[src/rtl/led_flash_multi.sv]
// Multi-channel stepped-period LED flasher: one shared period counter sweeps STEPS
// linearly growing periods and its on-phase is decoded onto CH LEDs per display mode.
module led_flash_multi #(
    parameter int CH          = 4,
    parameter int CNT_W       = 29,
    parameter int ON_TIME     = 50_000_000,
    parameter int BASE_PERIOD = 100_000_000,
    parameter int STEP        = 50_000_000,
    parameter int STEPS       = 9,
    parameter int ACTIVE_LOW  = 1
) (
    input  logic                                        clk,
    input  logic                                        rst_n,
    input  logic                                        en,
    input  logic [1:0]                                  mode,
    output logic [CH-1:0]                               led,
    output logic [((STEPS > 1) ? $clog2(STEPS) : 1)-1:0] step_idx,
    output logic                                        sweep_done
);

    localparam int SW  = (STEPS > 1) ? $clog2(STEPS) : 1;
    localparam int CHW = $clog2(CH);
    localparam longint MAX_PERIOD = longint'(BASE_PERIOD) + longint'(STEP) * longint'(STEPS - 1);

    // The longest period must still be representable in the counter.
    if (MAX_PERIOD >= (longint'(1) << CNT_W)) begin : g_bad_cnt_w
        $error("led_flash_multi: maximum period does not fit in CNT_W bits");
    end

    logic [CNT_W-1:0] cnt_q, cnt_d;
    logic [SW-1:0]    step_q, step_d;
    logic [CHW-1:0]   ch_q, ch_d;
    logic             on_q, on_d;
    logic [1:0]       mode_q, mode_d;
    logic             en_q, en_d;
    logic             done_q, done_d;

    logic [CNT_W-1:0] period;
    logic             add_cnt;
    logic             end_cnt;
    logic [CH-1:0]    lit;

    assign period  = CNT_W'(BASE_PERIOD) + CNT_W'(STEP) * CNT_W'(step_q);
    assign add_cnt = en;
    assign end_cnt = add_cnt && (cnt_q == period - CNT_W'(1));

    always_comb begin
        cnt_d  = cnt_q;
        step_d = step_q;
        ch_d   = ch_q;
        on_d   = on_q;
        mode_d = mode_q;
        en_d   = en;
        done_d = end_cnt && (step_q == SW'(STEPS - 1));

        if (add_cnt) begin
            cnt_d = end_cnt ? '0 : cnt_q + CNT_W'(1);
        end
        if (end_cnt) begin
            step_d = (step_q == SW'(STEPS - 1)) ? '0 : step_q + SW'(1);
            if (mode_q == 2'd1) begin
                ch_d = (ch_q == CHW'(CH - 1)) ? '0 : ch_q + CHW'(1);
            end
        end
        // End of period wins over the on-phase start (they cannot coincide anyway).
        if (end_cnt) begin
            on_d = 1'b0;
        end else if (add_cnt && (cnt_q == CNT_W'(ON_TIME - 1))) begin
            on_d = 1'b1;
        end
        // Mode changes land on a period boundary, or promptly while disabled.
        if (end_cnt || !en_q) begin
            mode_d = mode;
        end
    end

    always_ff @(posedge clk or negedge rst_n) begin
        if (!rst_n) begin
            cnt_q  <= '0;
            step_q <= '0;
            ch_q   <= '0;
            on_q   <= 1'b0;
            mode_q <= 2'd0;
            en_q   <= 1'b0;
            done_q <= 1'b0;
        end else begin
            cnt_q  <= cnt_d;
            step_q <= step_d;
            ch_q   <= ch_d;
            on_q   <= on_d;
            mode_q <= mode_d;
            en_q   <= en_d;
            done_q <= done_d;
        end
    end

    for (genvar gi = 0; gi < CH; gi++) begin : g_ch
        assign lit[gi] = en_q && (
               ((mode_q == 2'd0) && on_q)
            || ((mode_q == 2'd1) && on_q && (ch_q == CHW'(gi)))
            || ((mode_q == 2'd2) && (((gi % 2) == 0) ? on_q : !on_q)));
    end

    assign led        = (ACTIVE_LOW != 0) ? ~lit : lit;
    assign step_idx   = step_q;
    assign sweep_done = done_q;

endmodule

[config.mk]
export PLATFORM = sky130hd
export DESIGN_NAME = led_flash_multi
export DESIGN_NICKNAME = d
export VERILOG_FILES = /design/src/rtl/led_flash_multi.sv
export SDC_FILE = /design/constraint.sdc
export NUM_CORES = 1
export LEC_CHECK = 0
export CELL_PAD_IN_SITES_DETAIL_PLACEMENT = 1
export CELL_PAD_IN_SITES_GLOBAL_PLACEMENT = 1
export CORE_ASPECT_RATIO = 0.5
export CORE_MARGIN = 3
export CORE_UTILIZATION = 35
export DETAILED_ROUTE_END_ITERATION = 10
export PLACE_DENSITY = 0.7
export SYNTH_ARGS = -nofsm -noshare
export SYNTH_HDL_FRONTEND = slang
export SYNTH_SLANG_ARGS = --single-unit
[constraint.sdc]
create_clock -name clk -period 11.95 [get_ports clk]
set_clock_uncertainty 0.15 [all_clocks]
set_input_delay 2.39 -clock clk [delete_from_list [all_inputs] [get_ports clk]]
set_output_delay 2.39 -clock clk [all_outputs]
set_load 0.05 [all_outputs]
After elaboration in Yosys (flattened, before gate mapping)
Index checks and enable logic that the tools add are counted.
W data, S select, Z words.

storage, ports and cells
  word-level logic and storage cells = 57
  register bits = 40
  output and inout port bits = 9
  input bits = 5

cells by class
  multiply operators = 1
  reduce and logical (&&, ||, !) cells = 30
  multiplexer cells = 5
  $add $sub $neg = 5
  equal/unequal tests = 8
  bitwise gates (word level) = 1

operators with widths
  operator                  number
  $add A27 B29 Y29 const A  1
  $add A29 B1 Y29 const B   1
  $eq A29 B26 Y1 const B    1
  $eq A29 B29 Y1            1
  $mux W29                  1
  $sub A29 B1 Y29 const B   1
  $mul A19 B4 Y22 const A   1
  $logic_and A1 B1 Y1       15
  $logic_or A1 B1 Y1        9
  $eq A2 B2 Y1 const B      3
  $add A4 B1 Y4 const B     1
  $eq A2 B1 Y1 const B      2
  $eq A4 B4 Y1 const B      1
  $logic_not A2 Y1          2
  $mux W4                   1
  $not A4 Y4                1
  $add A2 B1 Y2 const B     1
  $logic_not A1 Y1          2
  $mux W1                   2
  $mux W2                   1
  $reduce_and A2 Y1         1
  $reduce_bool A2 Y1        1

Longest topological paths before layout
Gate-level depths: netlist of the first run.

  depth after elaboration = 7
  mapped depth = 19
  mapped depth without buffers = 16

Worst setup path after synthesis of the first run
No wires, ideal clock.

  kind = reg2reg
  start = reg step_q[2], in the netlist step_idx[2]
  end = reg step_q[2], in the netlist step_idx[2]
  stages on the path, launching flop included = 18
  clock period less this slack = 5.480 ns
  slack = 6.470 ns
  data required time = 11.680 ns
  buffers on the path = 2
  setup time = 0.120 ns
  arrival = 5.209 ns
  cells stage by stage = dfrtp_1 > inv_1 > fa_1 > fa_1 > inv_1 > ha_1 > a211oi_2 > o211ai_1 > a221oi_4 > o2111ai_4 > or4_4 > a32oi_1 > nor2_1 > or2_1 > buf_6 > o21a_1 > buf_6 > a41o_1

between the ends
  cells in the longest elaborated chain, start to end = 5
  elaborated cells on any way between the ends = 8
  those cells by class = add/sub: 3; mul: 1; eq/ne: 2; mux: 1; reduce/logical: 1

ends and longest elaborated chain
  item                    RTL line  text
  from (decl)             31        logic [SW-1:0] step_q, step_d;
  from (signal assigned)  88        step_q <= step_d;
  $mul A19 B4 Y22         43        assign period = CNT_W'(BASE_PERIOD) + CNT_W'(STEP) * CNT_W'(step_q);
  $add A27 B29 Y29        43
  $sub A29 B1 Y29         45        assign end_cnt = add_cnt && (cnt_q == period - CNT_W'(1));
  $eq A29 B29 Y1          45
  $logic_and A1 B1 Y1     45

Several ways; a longest one is shown, not always the timed one.
A chain may end at the register's enable or synchronous reset.

Worst setup path after layout of the first run
  start = reg step_q[2], in the netlist step_idx[2]
  end = reg cnt_q[1]

between the ends
  cells in the longest elaborated chain, start to end = 6

ends and longest elaborated chain
  item                  RTL line  text
  $mul A19 B4 Y22       43
  $add A27 B29 Y29      43
  $sub A29 B1 Y29       45
  $eq A29 B29 Y1        45
  $logic_and A1 B1 Y1   45
  $mux W29              57        cnt_d = end_cnt ? '0 : cnt_q + CNT_W'(1);
  to (signal assigned)  87        cnt_q <= cnt_d;
  to (decl)             30        logic [CNT_W-1:0] cnt_q, cnt_d;

Every way passes these cells.

==> results of run 1 <==
==> layout make-up <==
cell class / instances / area, µm²
Timing Repair Buffer: 13 / 125
Clock buffer: 8 / 146
Tap cell: 159 / 199
Fill cell: 1358 / 6760
Sequential cell: 40 / 1000
Multi-Input combinational cell: 397 / 2950
Inverter: 34 / 128
==> power breakdown <==
part	leakage, nW	internal, mW	switching [mW]	total (mW)
Clock	0.0712	0.0833	0.0516	0.135
Sequential	0.514	0.145	0.0106	0.156
Combinational	1.29	0.0119	0.0140	0.0259
==> critical path, stage by stage (launching register included) <==
cell     delay (ns)
dfrtp_1        0.55
inv_1          0.21
fa_1           0.61
fa_1           0.58
inv_1          0.08
ha_1           0.51
and4_1         0.32
and3_1         0.27
nor4_1         0.08
nor4_1         0.58
o41ai_1        0.17
a21oi_1        0.19
xnor3_1        0.33
nor4_4         0.43
o21a_1         0.97
o22ai_1        0.20
==> flip-flops by register name (all words and copies together), names as in the netlist <==
| name | count |
|---|---|
| ch_q | 2 |
| en_q | 1 |
| cnt_q | 29 |
| on_q | 1 |
| sweep_done | 1 |
| mode_q | 2 |
| step_idx | 4 |
==> stage by stage <==
step	hold slack (ns)	setup WS (ns)	total power, mW	cell area, µm²
5_1_grt	0.343	4.93	0.332	4550
3_3_place_gp	0.315	5.55	0.183	4410
2_1_floorplan	0.296	6.47	0.173	4170
6_report	0.329	5.52	0.317	4550
3_5_place_dp	0.320	5.50	0.184	4410
4_1_cts	0.332	5.47	0.319	4550
==> final timing paths <==
check	depth (start not counted)	endpoint	slack, ns
max	15	cnt_q[1]	5.52
min	1	cnt_q[4]	0.33
max reg2reg	15	cnt_q[1]	5.52
min reg2reg	1	cnt_q[4]	0.33
max in group asynchronous	1	mode_q[0]	9.01
min in group asynchronous	1	cnt_q[14]	2.08
==> cell families after synthesis <==
logic type      synth area share [%]
xor+xnor                        12.6
mux                             1.74
flops                           24.0
buf+inv                         5.19
fa+ha+maj                       12.8
compound gates                  18.7
simple gates                    24.9
==> per-layer routing <==
layer / global-route usage, % / wire length, µm
met5: 0 / 0
met4: 3.62 / 138
met3: 1.89 / 427
met2: 27.3 / 4930
met1: 25.1 / 5670
==> placed cells by master, fill, tap and decap left out, types with 3 or more instances in the layout <==
master / count
mux2i_1: 5
nor2_1: 51
a211oi_2: 4
and4_1: 3
o21ai_1: 5
o31a_1: 3
nand3_1: 25
ha_1: 30
nor2b_1: 7
inv_1: 34
fa_1: 8
clkdlybuf4s50_1: 12
o32ai_1: 4
o2111ai_1: 3
and2_1: 4
o21ai_0: 14
xor2_1: 26
clkbuf_16: 5
dfrtp_1: 40
o211ai_1: 5
or4_1: 4
nor3_1: 14
and3_1: 11
o21a_1: 4
xnor2_1: 27
nand2b_1: 5
or2_2: 4
nand4_1: 10
nor4_1: 12
a21oi_1: 17
o22ai_1: 3
a21o_1: 4
nand2_1: 32
==> results, run 1 <==
- Summing every instance area after synthesis gives between 0.004 and 0.005 mm².
- The routed wire length is between 10 and 15 mm.
- The post-CTS resize count is 0.
- The floorplan step defined a die boundary enclosing 0.0133 mm².
- The register clock-pin slew on the reported worst setup and hold paths is about 0.060 ns.
- The DRC violation count after routing is 0.
- The per-cell routed wire length is roughly 17 µm.
- Measured against its own limit, the worst slew margin works out to 21.6%.
- The endpoint arrival time on the critical path is 6.38 ns.
- During synthesis, Yosys emitted a total of 0 warnings.
- In this run the standard cell core region covers 0.0113 mm².
- No sink is reached through more buffers than the 2 on the longest clock path.
- The power per cell area is 69.5 mW/mm².
- The worst setup path is captured at a register.
- The source of the worst register-to-register timing path is step_idx[2].
- The top-level I/O count is 14.
- Setup total negative slack on the finished layout was measured at 0 ns.
- Summed over all instances, the cell type with the most area after synthesis is dfrtp_1.
- A synthesized cell averages 8.58 µm².
- The number of setup buffers added after CTS is 0.
- The HPWL reported at the end of detailed placement is 8.83 mm.
- In this run the worst path has a maximum fanout of 30.
- The fraction of synthesis flops using an asynchronous set or reset pin is 100%.
- The H-tree generated during clock tree synthesis spans 2 levels.
- The minimum period implied by the final worst setup slack is 6.43 ns.
- The net count after synthesis is 529.
- Measured along the y axis, the die boundary spans 83.2 µm.
- The first global-routing pass estimated about 19 mm of wire.
- Relative to the synthesized area, the layout overhead comes to 9.15%.
- The final antenna diode count is 0.
- Of the post-synthesis cell area, the dominant cell type holds 24.0%.
- The critical path start-end classification is register to register.
- In this run, placement finished with an instance count of 643.
- The final critical path takes up 53.8% of the cycle.
- The most critical setup path has its startpoint at step_idx[2].
- The number of nets at the end of the flow is 534.
- The global-route congestion overflow total is 0.
- The count of cells in the finished layout, fillers not included, comes to 651.
- TritonCTS created 5 clock buffers.
- The number of synthesized flops with an enable pin is 0.
- In the routed layout, each cell is associated on average with a via count of 5.55.
- Cells fill between 40% and 50% of the core in the end.
- The root buffer cell chosen for the clock tree is clkbuf_16.
- Buffers placed on the I/O ports in this run total 13.
- The total routing usage reported by global routing is ~17%.
- The via count is 3611.
- The initial antenna violation count is 1.
- For this run, the top clock speed supported by timing is 0.156 GHz.
- Counting flops and latches in the post-synthesis netlist gives 40.
- The largest vdd supply drop is 0.0000809 V.
- For this block, the initial DRC count from the detailed router was 177.
- The commonest cells after synthesis are nor2_1, dfrtp_1, inv_1, nand2_1, ha_1.
- The pin count of the biggest net entering global routing is 41.
- The worst setup path is launched from a register.
- The number of buffers inserted by hold repair at cts is 0.
- Measured along the x axis, the die boundary spans about 160 µm.
- The initial utilization of the core area, before any placement, comes to 36.9%.
- The via count of the first global-routing pass was 3660.
- The run finished with clean final reports.
- The analysis attributes to cell leakage a power of roughly 1.9 nW.
- The number of pins with negative max-slew slack in the final report is 0.
- For the pin with the worst max-slew slack, the measured transition is 1.18 ns.
- The share of layout cells above drive strength 1 is 6.30%.
- Yosys instantiated no cell more often than nor2_1.
- The clock latency at the later pin of the worst-skew pair is 0.28 ns.
- After synthesis, the cell types taking the most area are dfrtp_1, ha_1, xnor2_1.
- In this run the worst hold path is classified as register to register.
- The post-detailed-route count of antenna-violating nets is 0.
- Setup repair after global routing left no endpoint under its margin.
- In this run the core area contains 27 standard-cell rows.
- Setup violations remaining at the end of the flow were counted as 0.
- The most common flop cell mapped by yosys is dfrtp_1.
- The pre-antenna-repair detailed-routing pass consisted of 4 iterations.
- The instance count of the mapped netlist is 486.
- The distinct cell type count of the synthesized netlist is 76.
- The sequential element share of the synthesized area is a little under a quarter.
- The required time of the critical path is 11.90 ns.
- The worst hold path begins at cnt_q[4].
- CTS saw 40 sinks.
- Across the run, the number of max-cap violations was 0.
- The number of failing hold endpoints at the final stage came to 0.
- The global placement routability congestion is 0.859.
- TritonCTS built the clock tree.
Note: power is estimated with default switching activity, not from simulation.
==> run 2, diff against run 1 <==
==> constraint.sdc (replaced) <==
create_clock -name clk -period 6.58 [get_ports clk]
set_clock_uncertainty 0.15 [all_clocks]
set_input_delay 1.316 -clock clk [delete_from_list [all_inputs] [get_ports clk]]
set_output_delay 1.316 -clock clk [all_outputs]
set_load 0.05 [all_outputs]
==> results, run 2 (synthesis results as in run 1) <==
- The H-tree was split into 2 levels.
- The first detailed-routing pass ran for 4 iterations.
- Leaving out fill and tap cells, the most frequent cells in the layout are nor2_1, dfrtp_1, inv_1.
- Buffers inserted to repair hold after CTS numbered 0.
- The starting density of the core is 36.9%.
- In this run the static leakage power is 1.89 nW.
- The critical path start-end classification is register to register.
- The overall power consumption is 617 µW.
- Net switching is 23.1% of the power.
- The power per cell area is 134 mW/mm².
- The type of element capturing the critical path is a register.
- The register with the most flip-flops in the layout has 29 of them.
- The final antenna diode count is 0.
- Post-CTS repair changed the size of 0 cells.
- The part of the power in registers is 45.7%.
- Counting the fill cells in the layout gives roughly 1400.
- The width of the die is 160 µm.
- The wire length of the first global-routing pass is 19.3 mm.
- TritonCTS built the clock tree.
- The required time of the critical path is 6.64 ns.
- The HPWL reported at the end of detailed placement is 8.70 mm.
- During placement, the flow inserted port buffers numbering 13.
- The initial antenna violation count is 0.
- Traced cell by cell, the critical path runs through inv_1 > fa_1 > fa_1 > fa_1 > nand2b_1 > a211oi_2 > nor2_1 > o311ai_2 > o41ai_1 > a21oi_1 > xnor3_1 > nor4_4 > o21a_1 > buf_4 > mux2i_1.
- The post-detailed-route count of antenna-violating nets is 0.
- The final design area excluding fillers is 0.00459 mm².
- In the routed design, unresolved DRC markers number 0.
- The via count of the first global-routing pass is 3651.
- The critical-path cell with the highest stage delay is fa_1.
- The library cell used most frequently in the layout, excluding fill and tap cells, is nor2_1.
- More flip-flops sit in one register than any other, and that register is cnt_q.
- Summed over all layers, the global routing overflow is 0.
- After layout, the worst path uses 90.4% of the clock period.
- In this run the worst hold path is classified as register to register.
- The final worst hold slack is 0.324 ns.
- Static timing analysis puts the maximum clock frequency at 0.168 GHz.
- The top-level I/O count is 14.
- The routed wire length is 11.3 mm.
- Setup total negative slack on the finished layout was measured at 0 ns.
- The pin count of the biggest net entering global routing is just over 40.
- The maximum root-to-sink buffer count is 2.
- The biggest fanout along the worst timing path is 30.
- The final setup violation count is 0.
- The number of standard-cell rows in the floorplan is 27.
- The finished layout holds 652 standard cells, fillers aside.
- The switching power summed over all nets is around 140 µW.
- The area overhead of the layout relative to synthesis is 10.1%.
- The number of placed instances with taps included is 644.
- The die area is 0.0133 mm².
- In the final routed layout, each cell accounts on average for 17.3 µm.
- Routability-driven placement finished with a final weighted congestion of 0.842.
- The cell-internal power is 475 µW.
- In the final layout, the multi-input gates occupy 0.00295 mm².
- The worst path buffer plus inverter count is 2.
- The headroom to the max-slew limit is 40.5%.
- The storage element area is 0.00100 mm².
- The total of max-cap violations is 0.
- The number of pins with negative max-slew slack in the final report was 0.
- The number of nets at the end of the flow is 535.
- The share of layout cells above drive strength 1 is 6.90%.
- The number of clock sinks seen by CTS is 40.
- The number of failing hold endpoints at the final stage is 0.
- For the pin with the worst max-slew slack, the measured transition is 0.892 ns.
- The smallest clock period supported by the final layout is computed as just under 6 ns.
- The run finished with clean final reports.
- TritonCTS created 5 clock buffers.
- The detailed router placed 3568 vias in this run.
- Using the TritonRoute via totals, the vias-per-cell ratio works out to roughly 5.5.
- The register clock-pin slew on the reported worst setup and hold paths is roughly 0.06 ns.
- The share of total power dissipated in the clock network is 46.7%.
- Across the VDD grid, the largest voltage drop is between 0.0001 and 0.00015 V.
- Global routing used 17.6% of the available tracks.
- At the worst endpoint, the arrival time is 6.01 ns.
- Grouping stages by cell kind, the critical path spends the most delay in adder cells.
- The root buffer selected by CTS is clkbuf_16.
- The die extent in y is 83.2 µm.
- The largest single stage delay on the critical path is 0.68 ns.
- The number of setup buffers added after CTS is 0.
- The startpoint type of the worst setup path is a register.
- By instance count, the cell type seen most on the critical path is fa_1.
- The combinational fraction of design power is under 10%.
- Setup repair after global routing left no endpoint under its margin.
- In this run the standard cell core region covers 0.0113 mm².
- The later pin in the worst-skew pair is clocked with a latency of just under 0.3 ns.
- The area of placed instances is 0.00441 mm².
- For this block, the initial DRC count from the detailed router was 170.
[run 2: cell types whose count changed in the layout (fill, tap and decap cells not counted)]
cell       delta
clkbuf_1      -2
buf_4         +1
bufinv_16     +1
clkinv_4      +1
[run 2: worst register-to-register path, cell delays in order (launching register included)]
cell	delay, ns
dfrtp_1	0.55
inv_1	0.22
fa_1	0.68
fa_1	0.50
fa_1	0.48
nand2b_1	0.19
a211oi_2	0.42
nor2_1	0.12
o311ai_2	0.62
o41ai_1	0.20
a21oi_1	0.20
xnor3_1	0.34
nor4_4	0.45
o21a_1	0.18
buf_4	0.33
mux2i_1	0.24
[run 2: path summary, 6_finish.rpt]
kind | cells after the start | slack, ns | start | end
max | 15 | 0.63 | step_idx[2] | step_idx[1]
min reg2reg | 1 | 0.32 | cnt_q[4] | cnt_q[4]
max reg2reg | 15 | 0.63 | step_idx[2] | step_idx[1]
min | 1 | 0.32 | cnt_q[4] | cnt_q[4]
min in group asynchronous | 1 | 1.00 | rst_n | cnt_q[13]
max in group asynchronous | 1 | 4.71 | rst_n | cnt_q[21]
[run 2: through the flow]
step / worst slack [ns] / util [%]
6_report: 0.629 / 40.6
3_5_place_dp: 0.645 / 39.0
4_1_cts: 0.623 / 40.6
5_1_grt: 0.170 / 40.6
3_3_place_gp: 0.785 / 39.0
2_1_floorplan: 1.10 / -
[run 2: metal layers]
| layer | GRT usage, % | vias up | routed length (µm) |
|---|---|---|---|
| met1 | 25.9 | 1755 | 6000 |
| met5 | 0 | - | 0 |
| met3 | 2.84 | 8 | 295 |
| met4 | 2.68 | 0 | 83 |
| met2 | 27.4 | 33 | 4920 |
| li1 | - | 1772 | - |
[run 2: final cells by class]
cell class	instances	area share (%)
Timing Repair Buffer	14	2.89
Clock buffer	6	3.02
Multi-Input combinational cell	397	64.3
Tap cell	159	4.33
Clock inverter	2	0.845
Inverter	34	2.78
Sequential cell	40	21.8
[run 2: power groups by stage]
| stage | logic [mW] | clock network, mW | registers (mW) |
|---|---|---|---|
| 2_1_floorplan | 0.0334 | 0 | 0.282 |
| 3_3_place_gp | 0.0462 | 0 | 0.286 |
| 3_5_place_dp | 0.0478 | 0 | 0.287 |
| 4_1_cts | 0.0483 | 0.295 | 0.282 |
| 5_1_grt | 0.0553 | 0.308 | 0.285 |
| 6_report | 0.0468 | 0.288 | 0.282 |
==> run 3, diff against run 2 <==
==> constraint.sdc (replaced) <==
create_clock -name clk -period 6.8 [get_ports clk]
set_clock_uncertainty 0.15 [all_clocks]
set_input_delay 1.36 -clock clk [delete_from_list [all_inputs] [get_ports clk]]
set_output_delay 1.36 -clock clk [all_outputs]
set_load 0.05 [all_outputs]
==> results, run 3 (synthesis results as in run 1) <==
- The die extent in y is ~83 µm.
- The number of standard-cell rows in the floorplan is 27.
- The final cycle utilization of the critical path is 87.3%.
- In the detailed route, the total length drawn on met3 is 442 µm.
- The worst setup path is captured at a register.
- The level count of the clock H-tree is 2.
- The uppermost layer routed is met4.
- For this configuration, the core starts out at a cell density of 36.9%.
- In this run switching power makes up between 20 and 25% of total power.
- For this run, the top clock speed supported by timing is 0.168 GHz.
- The flow ran to the end, and the final reports show no timing, DRC or antenna violations.
- The iteration-0 DRC count of the detailed router is 188.
- Measured along the x axis, the die boundary spans 160 µm.
- Dividing the detail-routed wire length by the instance count gives 17.2 µm.
- The detail route stage leaves a number of antenna-violating nets equal to 0.
- Clock tree synthesis selected as its root buffer the cell clkbuf_16.
- The first-pass iteration count of the detailed router is 4.
- The HPWL reported at the end of detailed placement is 8.80 mm.
- The storage element area is approximately 0.001 mm².
- For this run, design rule violations remaining after detail routing come to 0.
- The die area is 0.0133 mm².
- The cell family contributing the most delay on the critical path is simple AND/OR/NAND/NOR gates.
- The routed design could run at a clock period as short as 5.94 ns.
- The startpoint type of the worst setup path is a register.
- Of all nets on the critical path, the largest fanout is 30.
- The multi-input combinational cells in the finished layout cover a total of between 0.002 and 0.003 mm².
- For this block, wires on met1 add up to 5.72 mm.
- The internal power of the cells totals roughly 400 µW.
- 0 antenna diodes ended up in the layout.
- The combinational fraction of design power is 8.3%.
- For the worst flop-to-flop path, the logic depth is 16.
- The standard cell core area is 0.0113 mm².
- After global routing the overflow that remains totals 0.
- The end-of-flow core utilization is 40.2%.
- The number of pins with negative max-slew slack in the final report is 0.
- The global placement routability congestion is ~0.84.
- The wire length of the first global-routing pass is 19.0 mm.
- The sum of negative setup slack is 0 ns.
- The initial antenna violation count is 0.
- The pin count of the biggest net entering global routing is 41.
- The analysis attributes to cell leakage a power of 1.87 nW.
- The net count of the finished layout is roughly 540.
- Clock-pin slew was measured on the worst setup and hold paths at 0.06 ns.
- The number of clock sinks seen by CTS is 40.
- The worst register-to-register path ends at step_idx[1].
- The number of buffers inserted by port buffering is 13.
- The headroom to the max-slew limit is between 30% and 40%.
- The number of failing hold endpoints at the final stage came to 0.
- The source of the worst register-to-register timing path is step_idx[2].
- The number of flip-flops in the largest register is 29.
- Setup violations remaining at the end of the flow were counted as 0.
- The worst hold path stage count is 1.
- The largest register by flop count is cnt_q.
- The total routing usage reported by global routing is 17.3%.
- Once the clock tree was built, the resizer swapped 0 gates to a different size.
- The number of buffers inserted by hold repair at cts is 0.
- The critical-path cell with the highest stage delay is fa_1.
- The switching power summed over all nets is 133 µW.
- The number of setup buffers added after CTS is 0.
- The clock buffer count from CTS is 5.
- The slew at the pin with the worst max-slew slack is 0.911 ns.
- The hold path endpoint is cnt_q[4].
- The commonest non-fill, non-tap cell in the layout is nor2_1.
- The tool flagged a number of max-cap violations equal to 0.
- The maximum root-to-sink buffer count is 2.
- The minimum setup slack among reg-to-reg paths is 0.86 ns.
- The endpoint arrival time on the critical path is 5.99 ns.
- The power per cell area is about 120 mW/mm².
- The number of fillers in the final layout is roughly 1400.
- The largest vdd supply drop is between 0.0001 and 0.00015 V.
- Summed over all layers, the routed wires come to ~11 mm.
- The post-detailed-route via-to-cell ratio is 5.53.
- Hold is met by 0.326 ns.
- Setup repair after global routing left no endpoint under its margin.
- In the layout the commonest cells are nor2_1, dfrtp_1, inv_1.
- The clock tree from TritonCTS is yes.
- The critical path start-end classification is register to register.
- For this block, the via count after detailed routing is between 3000 and 4000.
- The largest stage delay on the critical path is 0.61 ns.
- The share of layout cells above drive strength 1 is 6.71%.
- The met2 layer wire length in the routed design is between 4 and 5 mm.
- The part of the power in registers is 50.4%.
- In this run the most critical hold path is launched from cnt_q[4].
- Data on the critical path is required at its endpoint by 6.86 ns.
- The worst hold path belongs to the class register to register.
- 14 I/O pins were placed.
- The worst path buffer plus inverter count is 3.
- The power share of the clock group is around two fifths.
- The clock reaches the later pin of the worst-skew pair after roughly 0.28 ns.
- From synthesis to final layout, the design area changed by 9.12%.
- The signal on the critical path passes through inv_1 > fa_1 > fa_1 > inv_1 > ha_1 > and4_1 > and3_1 > nor4_1 > nor4_1 > o41ai_1 > a21oi_1 > xnor3_1 > nor4_4 > o21a_1 > buf_4 > mux2i_1.
- The via count of the first global-routing pass is 3642.
==> run 3: changes by cell type in the layout (fill, tap and decap cells not counted), sizes merged <==
cell,previous run,this run
bufinv,1,0
clkbuf,6,5
clkinvlp,0,1
==> run 3: layout make-up <==
cell class / instances / area share, %
Clock inverter: 2 / 0.275
Inverter: 34 / 2.80
Sequential cell: 40 / 22.0
Clock buffer: 5 / 2.75
Multi-Input combinational cell: 397 / 64.9
Timing Repair Buffer: 14 / 2.91
Tap cell: 159 / 4.37
==> run 3: worst max-delay path by stage <==
stage                  end         from  cells past startpoint
2_1_floorplan  step_idx[2]  step_idx[2]                     17
3_3_place_gp   step_idx[1]  step_idx[2]                     15
3_5_place_dp   step_idx[1]  step_idx[2]                     15
4_1_cts        step_idx[1]  step_idx[2]                     15
5_1_grt        step_idx[1]  step_idx[2]                     15
6_report       step_idx[1]  step_idx[2]                     16
==> run 3: stage by stage <==
stage | setup WS, ns | cell area [µm²] | instances | total power, mW
2_1_floorplan | 1.32 | 4170 | 486 | 0.305
3_3_place_gp | 1.00 | 4410 | 644 | 0.322
3_5_place_dp | 0.862 | 4410 | 644 | 0.323
4_1_cts | 0.858 | 4550 | 651 | 0.550
5_1_grt | 0.400 | 4550 | 651 | 0.570
6_report | 0.865 | 4550 | 651 | 0.541
==> run 3: routing by layer <==
layer  track usage, %  vias to the layer above
met2             27.0                       45
met3             1.89                        9
li1                 -                     1767
met5                0                        -
met1             25.6                     1777
met4             3.86                        0
==> run 3: power by group through the flow <==
stage	sequential [mW]	clock [mW]	combinational, mW
floorplan	0.272	0	0.0323
global placement	0.277	0	0.0447
detailed placement	0.278	0	0.0458
CTS	0.273	0.230	0.0463
global route	0.276	0.241	0.0531
finish	0.273	0.223	0.0450
